--- src/rtl/xheep_load_bridge_cu.sv ---
// FPGA-domain loader controller: synchronises USB-side valid flags, writes instructions
// into X-HEEP memory over req/gnt and returns level clear requests. Option: XHEEP_LOADER_AUTOINC_EN.
module xheep_load_bridge_cu #(
    parameter int unsigned SYNC_STAGES = 2,
    parameter int unsigned ADDR_WIDTH  = 32,
    parameter int unsigned DATA_WIDTH  = 32
) (
    input  logic                  fpga_clk,
    input  logic                  rst_n,
    input  logic                  new_addr_valid_i,
    input  logic                  instr_valid_i,
    input  logic [ADDR_WIDTH-1:0] addr_i,
    input  logic [DATA_WIDTH-1:0] instr_i,
    output logic                  rst_new_addr_valid_o,
    output logic                  rst_instr_valid_o,
    output logic                  mem_req_o,
    output logic                  mem_we_o,
    output logic [ADDR_WIDTH-1:0] mem_addr_o,
    output logic [DATA_WIDTH-1:0] mem_wdata_o,
    input  logic                  mem_gnt_i,
    output logic [15:0]           instr_count_o
);

    typedef enum logic [4:0] {
        IDLE      = 5'b00001,
        CAP_ADDR  = 5'b00010,
        ACK_ADDR  = 5'b00100,
        MEM_REQ   = 5'b01000,
        ACK_INSTR = 5'b10000
    } state_t;

    state_t                  state_r;
    state_t                  next_state_s;
    logic [SYNC_STAGES-1:0]  addr_sync_r;
    logic [SYNC_STAGES-1:0]  instr_sync_r;
    logic                    addr_v_s;
    logic                    instr_v_s;
    logic [ADDR_WIDTH-1:0]   addr_q;
    logic [DATA_WIDTH-1:0]   wdata_q;
    logic [15:0]             count_r;
    logic                    mem_req_r;
    logic                    rst_addr_r;
    logic                    rst_instr_r;
    logic                    grant_s;

    // Plain flop chains bring the USB-domain level flags into fpga_clk
    always_ff @(posedge fpga_clk or negedge rst_n) begin
        if (!rst_n) begin
            addr_sync_r  <= '0;
            instr_sync_r <= '0;
        end else begin
            addr_sync_r  <= {addr_sync_r[SYNC_STAGES-2:0], new_addr_valid_i};
            instr_sync_r <= {instr_sync_r[SYNC_STAGES-2:0], instr_valid_i};
        end
    end

    assign addr_v_s  = addr_sync_r[SYNC_STAGES-1];
    assign instr_v_s = instr_sync_r[SYNC_STAGES-1];
    assign grant_s   = (state_r == MEM_REQ) && mem_gnt_i;

    // Next-state decode; address flag wins over instruction flag in IDLE
    always_comb begin
        next_state_s = IDLE;
        case (state_r)
            IDLE: begin
                if (addr_v_s) begin
                    next_state_s = CAP_ADDR;
                end else if (instr_v_s) begin
                    next_state_s = MEM_REQ;
                end else begin
                    next_state_s = IDLE;
                end
            end
            CAP_ADDR:  next_state_s = ACK_ADDR;
            ACK_ADDR:  next_state_s = addr_v_s  ? ACK_ADDR  : IDLE;
            MEM_REQ:   next_state_s = mem_gnt_i ? ACK_INSTR : MEM_REQ;
            ACK_INSTR: next_state_s = instr_v_s ? ACK_INSTR : IDLE;
            default:   next_state_s = IDLE;
        endcase
    end

    // State register; outputs are registered from the next state so they line up with it
    always_ff @(posedge fpga_clk or negedge rst_n) begin
        if (!rst_n) begin
            state_r     <= IDLE;
            mem_req_r   <= 1'b0;
            rst_addr_r  <= 1'b1;
            rst_instr_r <= 1'b1;
        end else begin
            state_r     <= next_state_s;
            mem_req_r   <= (next_state_s == MEM_REQ);
            rst_addr_r  <= (next_state_s != ACK_ADDR);
            rst_instr_r <= (next_state_s != ACK_INSTR);
        end
    end

    // Address/data capture and completed-write counter
    always_ff @(posedge fpga_clk or negedge rst_n) begin
        if (!rst_n) begin
            addr_q  <= '0;
            wdata_q <= '0;
            count_r <= 16'd0;
        end else begin
            if ((state_r == IDLE) && !addr_v_s && instr_v_s) begin
                wdata_q <= instr_i;
            end else begin
                wdata_q <= wdata_q;
            end
            if (state_r == CAP_ADDR) begin
                addr_q  <= addr_i;
                count_r <= 16'd0;
            end else if (grant_s) begin
                count_r <= (count_r == 16'hFFFF) ? count_r : count_r + 16'd1;
`ifdef XHEEP_LOADER_AUTOINC_EN
                addr_q  <= addr_q + {{(ADDR_WIDTH-3){1'b0}}, 3'd4};
`else
                addr_q  <= addr_q;
`endif
            end else begin
                addr_q  <= addr_q;
                count_r <= count_r;
            end
        end
    end

    assign rst_new_addr_valid_o = rst_addr_r;
    assign rst_instr_valid_o    = rst_instr_r;
    assign mem_req_o            = mem_req_r;
    assign mem_we_o             = mem_req_r;
    assign mem_addr_o           = addr_q;
    assign mem_wdata_o          = wdata_q;
    assign instr_count_o        = count_r;

endmodule

--- config.mk ---
export PLATFORM = sky130hd
export DESIGN_NAME = xheep_load_bridge_cu
export DESIGN_NICKNAME = d
export VERILOG_FILES = /design/src/rtl/xheep_load_bridge_cu.sv
export SDC_FILE = /design/constraint.sdc
export NUM_CORES = 1
export LEC_CHECK = 0
export ABC_AREA = 1
export CORE_ASPECT_RATIO = 0.9
export CORE_MARGIN = 1
export CORE_UTILIZATION = 35
export DETAILED_ROUTE_END_ITERATION = 12
export GPL_TIMING_DRIVEN = 0
export PLACE_DENSITY = 0.67
export SLEW_MARGIN = 20
export SYNTH_ARGS = -nofsm -noshare
export SYNTH_HDL_FRONTEND = slang
export SYNTH_SLANG_ARGS = --single-unit
--- constraint.sdc ---
create_clock -name fpga_clk -period 1.8 [get_ports fpga_clk]
set_input_delay 0.45 -clock fpga_clk [delete_from_list [all_inputs] [get_ports fpga_clk]]
set_output_delay 0.45 -clock fpga_clk [all_outputs]
set_load 0.005 [all_outputs]
==> results.md <==
CTS:
- CTS built an H-tree with a depth of 3.
- The cell sitting at the root of the clock tree is a clkbuf_16.
- In this run, post-CTS hold repair placed 0 buffers.
- The number of CTS-inserted buffers is 9.
- TritonCTS built the clock tree.
- No sink is reached through more buffers than the 2 on the longest clock path.
- After clock tree synthesis, the clock-pin slew on the worst setup and hold paths is roughly 0.07 ns.
- The clock insertion delay at the later pin of the skew report is 0.34 ns.
- The CTS sink count is between 90 and 100.

Global route:
- The number of global-route vias before repair came to around 3500.
- The global router's overall resource usage is between 10% and 20%.
- The initial antenna violation count came to 0.
- The pin count of the biggest net entering global routing is 55.
- The first-pass GRT wire length is approximately 17000 µm.
- For this run the aggregate overflow at the end of global routing stands at 0.

Floorplanning:
- The number of rows created at floorplan is 36.
- The vertical extent of the die is 103 µm.
- The die footprint is around 12000 µm².
- The die extent in x is between 100 and 150 µm.
- In this run the count of I/O pins placed on the die edge is between 150 and 200.
- The starting utilization of the core area is between 30% and 40%.
- The core area is around 11000 µm².

Worst setup path:
- The cell with the biggest individual delay on the critical path is clkdlybuf4s50_1.
- The depth of the most critical reg-to-reg path is 10.
- The signal on the critical path passes through buf_4, clkdlybuf4s50_1.
- The maximum fanout count along the critical path is 3.
- The most critical setup path has its startpoint at instr_count_o[0].
- The required time of the critical path is around 1.4 ns.
- The startpoint of the worst-slack reg-to-reg timing path is instr_count_o[0].
- The type of the setup path with the least slack is reg2out.
- The category of the worst setup path launch point is a flop.
- STA classifies the critical path endpoint as a primary output.
- Data arrives at the worst endpoint at about 1.3 ns.
- The destination of the worst register-to-register timing path is instr_count_o[5].
- Setup slack on the worst reg-to-reg path comes out at between 0.1 and 0.15 ns.
- The largest stage delay on the critical path is between 0.4 and 0.5 ns.

Synth:
- Summing the sequential cell areas from Yosys gives roughly three fifths of the chip area.
- The mean instance size in the synthesized netlist is between 8 and 9 µm².
- The Yosys step of the flow raised 0 warnings.
- In this run, synthesis inferred 0 flip-flops with an integrated enable.
- For this run, asynchronously set or reset flops after synthesis account for 100%.
- The mapped netlist covers 3950 µm².
- Yosys mapped the design onto 22 distinct sky130hd cell types.
- When the netlist entered floorplanning its net count stood at 540.
- In the synthesized netlist the dominant register cell turns out to be dfrtp_1.
- The number of instances in the synthesized netlist is between 400 and 500.
- The number of flip-flops and latches in the synthesized netlist is 92.

Timing:
- The maximum clock frequency is between 500 and 600 MHz.
- In this run the tightest slew margin relative to its limit is 72.1%.
- At the pin with the least slew margin, the transition time is around 0.42 ns.
- The shortest clock period the worst path allows after layout is around 1.8 ns.
- The max-slew violation total from the final report is 0.
- The hold violation total from the final report was 0.
- In the finished design, the share of the clock period the worst path needs comes to 98.2%.
- Across all hold checks on the routed design, the worst slack comes to approximately 0.01 ns.
- The clock tree skew after final layout is 0.00773 ns.
- Setup violations remaining at the end of the flow were counted as 0.
- For the final routed database, the setup TNS stands at 0 ns.

Layout:
- At the end of the flow the core is filled with cells to a little under three fifths.
- The repair_antennas step left the layout with diodes totalling 0.
- Cells with a size suffix above 1 make up between 10% and 20% of the layout.
- The filler cell count is approximately 1000.
- The layout net count is approximately 710.
- In the layout the commonest cells are nand2_1 (212), clkdlybuf4s50_1 (149), dfrtp_1 (75).
- Relative to the synthesized area, the layout overhead comes to 54.5%.
- Leaving out fill and tap cells, the most frequent cell in the layout is nand2_1.

Power:
- For this design the ratio of total power to cell area is 1480 nW/µm².
- The post-layout total power is about 9 mW.
- The static leakage is 2.83 nW.
- The maximum resistive drop on vdd is ~0.75 mV.

Route:
- Once detail routing completed, the nets flagged for antenna violations numbered 0.
- In the routed layout, each cell is associated on average with a via count of between 4 and 5.
- In this run, the number of DRC markers left after iteration 0 of detailed routing was 203.
- The first TritonRoute pass finished after 4 iterations.
- Dividing the detail-routed wire length by the instance count gives 12.8 µm.
- After detailed routing, the total wire length is 10300 µm.
- The routed layout has ~3600 vias.
- In the routed design, unresolved DRC markers number 0.

Placed design:
- The wire-length estimate of the detail-placed layout is between 7000 and 8000 µm.
- Routability-driven placement finished with a final weighted congestion of roughly 0.86.
- During placement, the flow inserted port buffers numbering about 150.

Outcome:
- The flow ran to the end, and the final reports show no timing, DRC or antenna violations.

Worst hold path:
- The class of the tightest hold or removal check is in2async.

Run:
- The tool flagged a number of max-cap violations equal to 0.
cell type report:
class                           count  area [µm²]  area share (%)
Sequential cell                    92        2320            38.1
Clock inverter                      5        83.8            1.37
Tap cell                          152         190            3.12
Inverter                           21        78.8            1.29
Clock buffer                       11         243            3.98
Buffer                             22         116            1.91
Timing Repair Buffer              161        1610            26.4
Multi-Input combinational cell    335        1460            23.9
report_power, final:
part	internal, mW	switching (mW)
clock network	1.26	0.806
logic	2.03	1.53
registers	2.91	0.464
total	6.20	2.80
metrics by stage:
stage | worst slack [ns] | cells | area [µm²]
6_report | 0.0324 | 799 | 6100
5_1_grt | -0.00688 | 799 | 6100
4_1_cts | 0.00119 | 791 | 6020
3_5_place_dp | -0.0415 | 775 | 5690
3_3_place_gp | -3.17 | 774 | 5660
2_1_floorplan | 0.251 | 470 | 3950
synth_stat cells (3+ instances only):
cell,count,area [µm²]
clkbuf_1,6,22.5
nand2_1,212,796
nand2_2,5,31.3
dfrtp_1,89,2230
nand3_1,53,265
inv_1,20,75.1
nand4_1,9,56.3
o21ai_0,18,90.1
dfstp_2,3,78.8
buf_2,12,60.1
nor2_1,25,93.8
xor2_1,5,43.8
critical path, delay by kind of cell (launching register included):
family	cells	cell delay (ns)
flops	1	0.42
buf+inv	2	0.56
sequential cells by signal, indices dropped and copies added, names as in the netlist:
register	count
state_r	5
addr_sync_r	2
rst_new_addr_valid_o	1
instr_count_o	16
mem_req_o	1
rst_instr_valid_o	1
instr_sync_r	2
mem_addr_o	32
mem_wdata_o	32
per-layer routing:
metal  GRT usage, %  part of all wire (%)  up-vias
met1           22.8                    44     1668
met4           4.80                  0.58        0
met5              0                     0        -
li1               -                     -     1819
met2           29.5                    48      113
met3           6.64                   7.8        5
worst max path at each step:
stage | endpoint | slack, ns | cells after the start
CTS | instr_count_o[5] | 0.001 | 10
floorplan | instr_count_o[5] | 0.25 | 10
detailed placement | instr_count_o[5] | -0.04 | 10
global route | instr_count_o[1] | -0.007 | 2
finish | instr_count_o[0] | 0.03 | 2
global placement | mem_wdata_o[19] | -3.17 | 1
logic make-up after synthesis:
group | Yosys count | share of synthesized area, %
adders and majority gates | 1 | 0.317
and+or+nand+nor | 309 | 32.5
buffers and inverters | 43 | 4.94
DFF | 92 | 58.4
xor gates and xnor gates | 6 | 1.33
AOI/OAI and AO/OA | 19 | 2.47
repair_timing:
| item | 4_1_cts | 5_1_grt |
|---|---|---|
| resized for setup | 9 | 10 |
| setup buffers | 0 | 8 |
| setup endpoints to repair | 24 | 53 |
| cloned | 0 | 0 |
| pin swaps | 0 | 1 |
No activity file was read; power rests on OpenSTA's default activity.
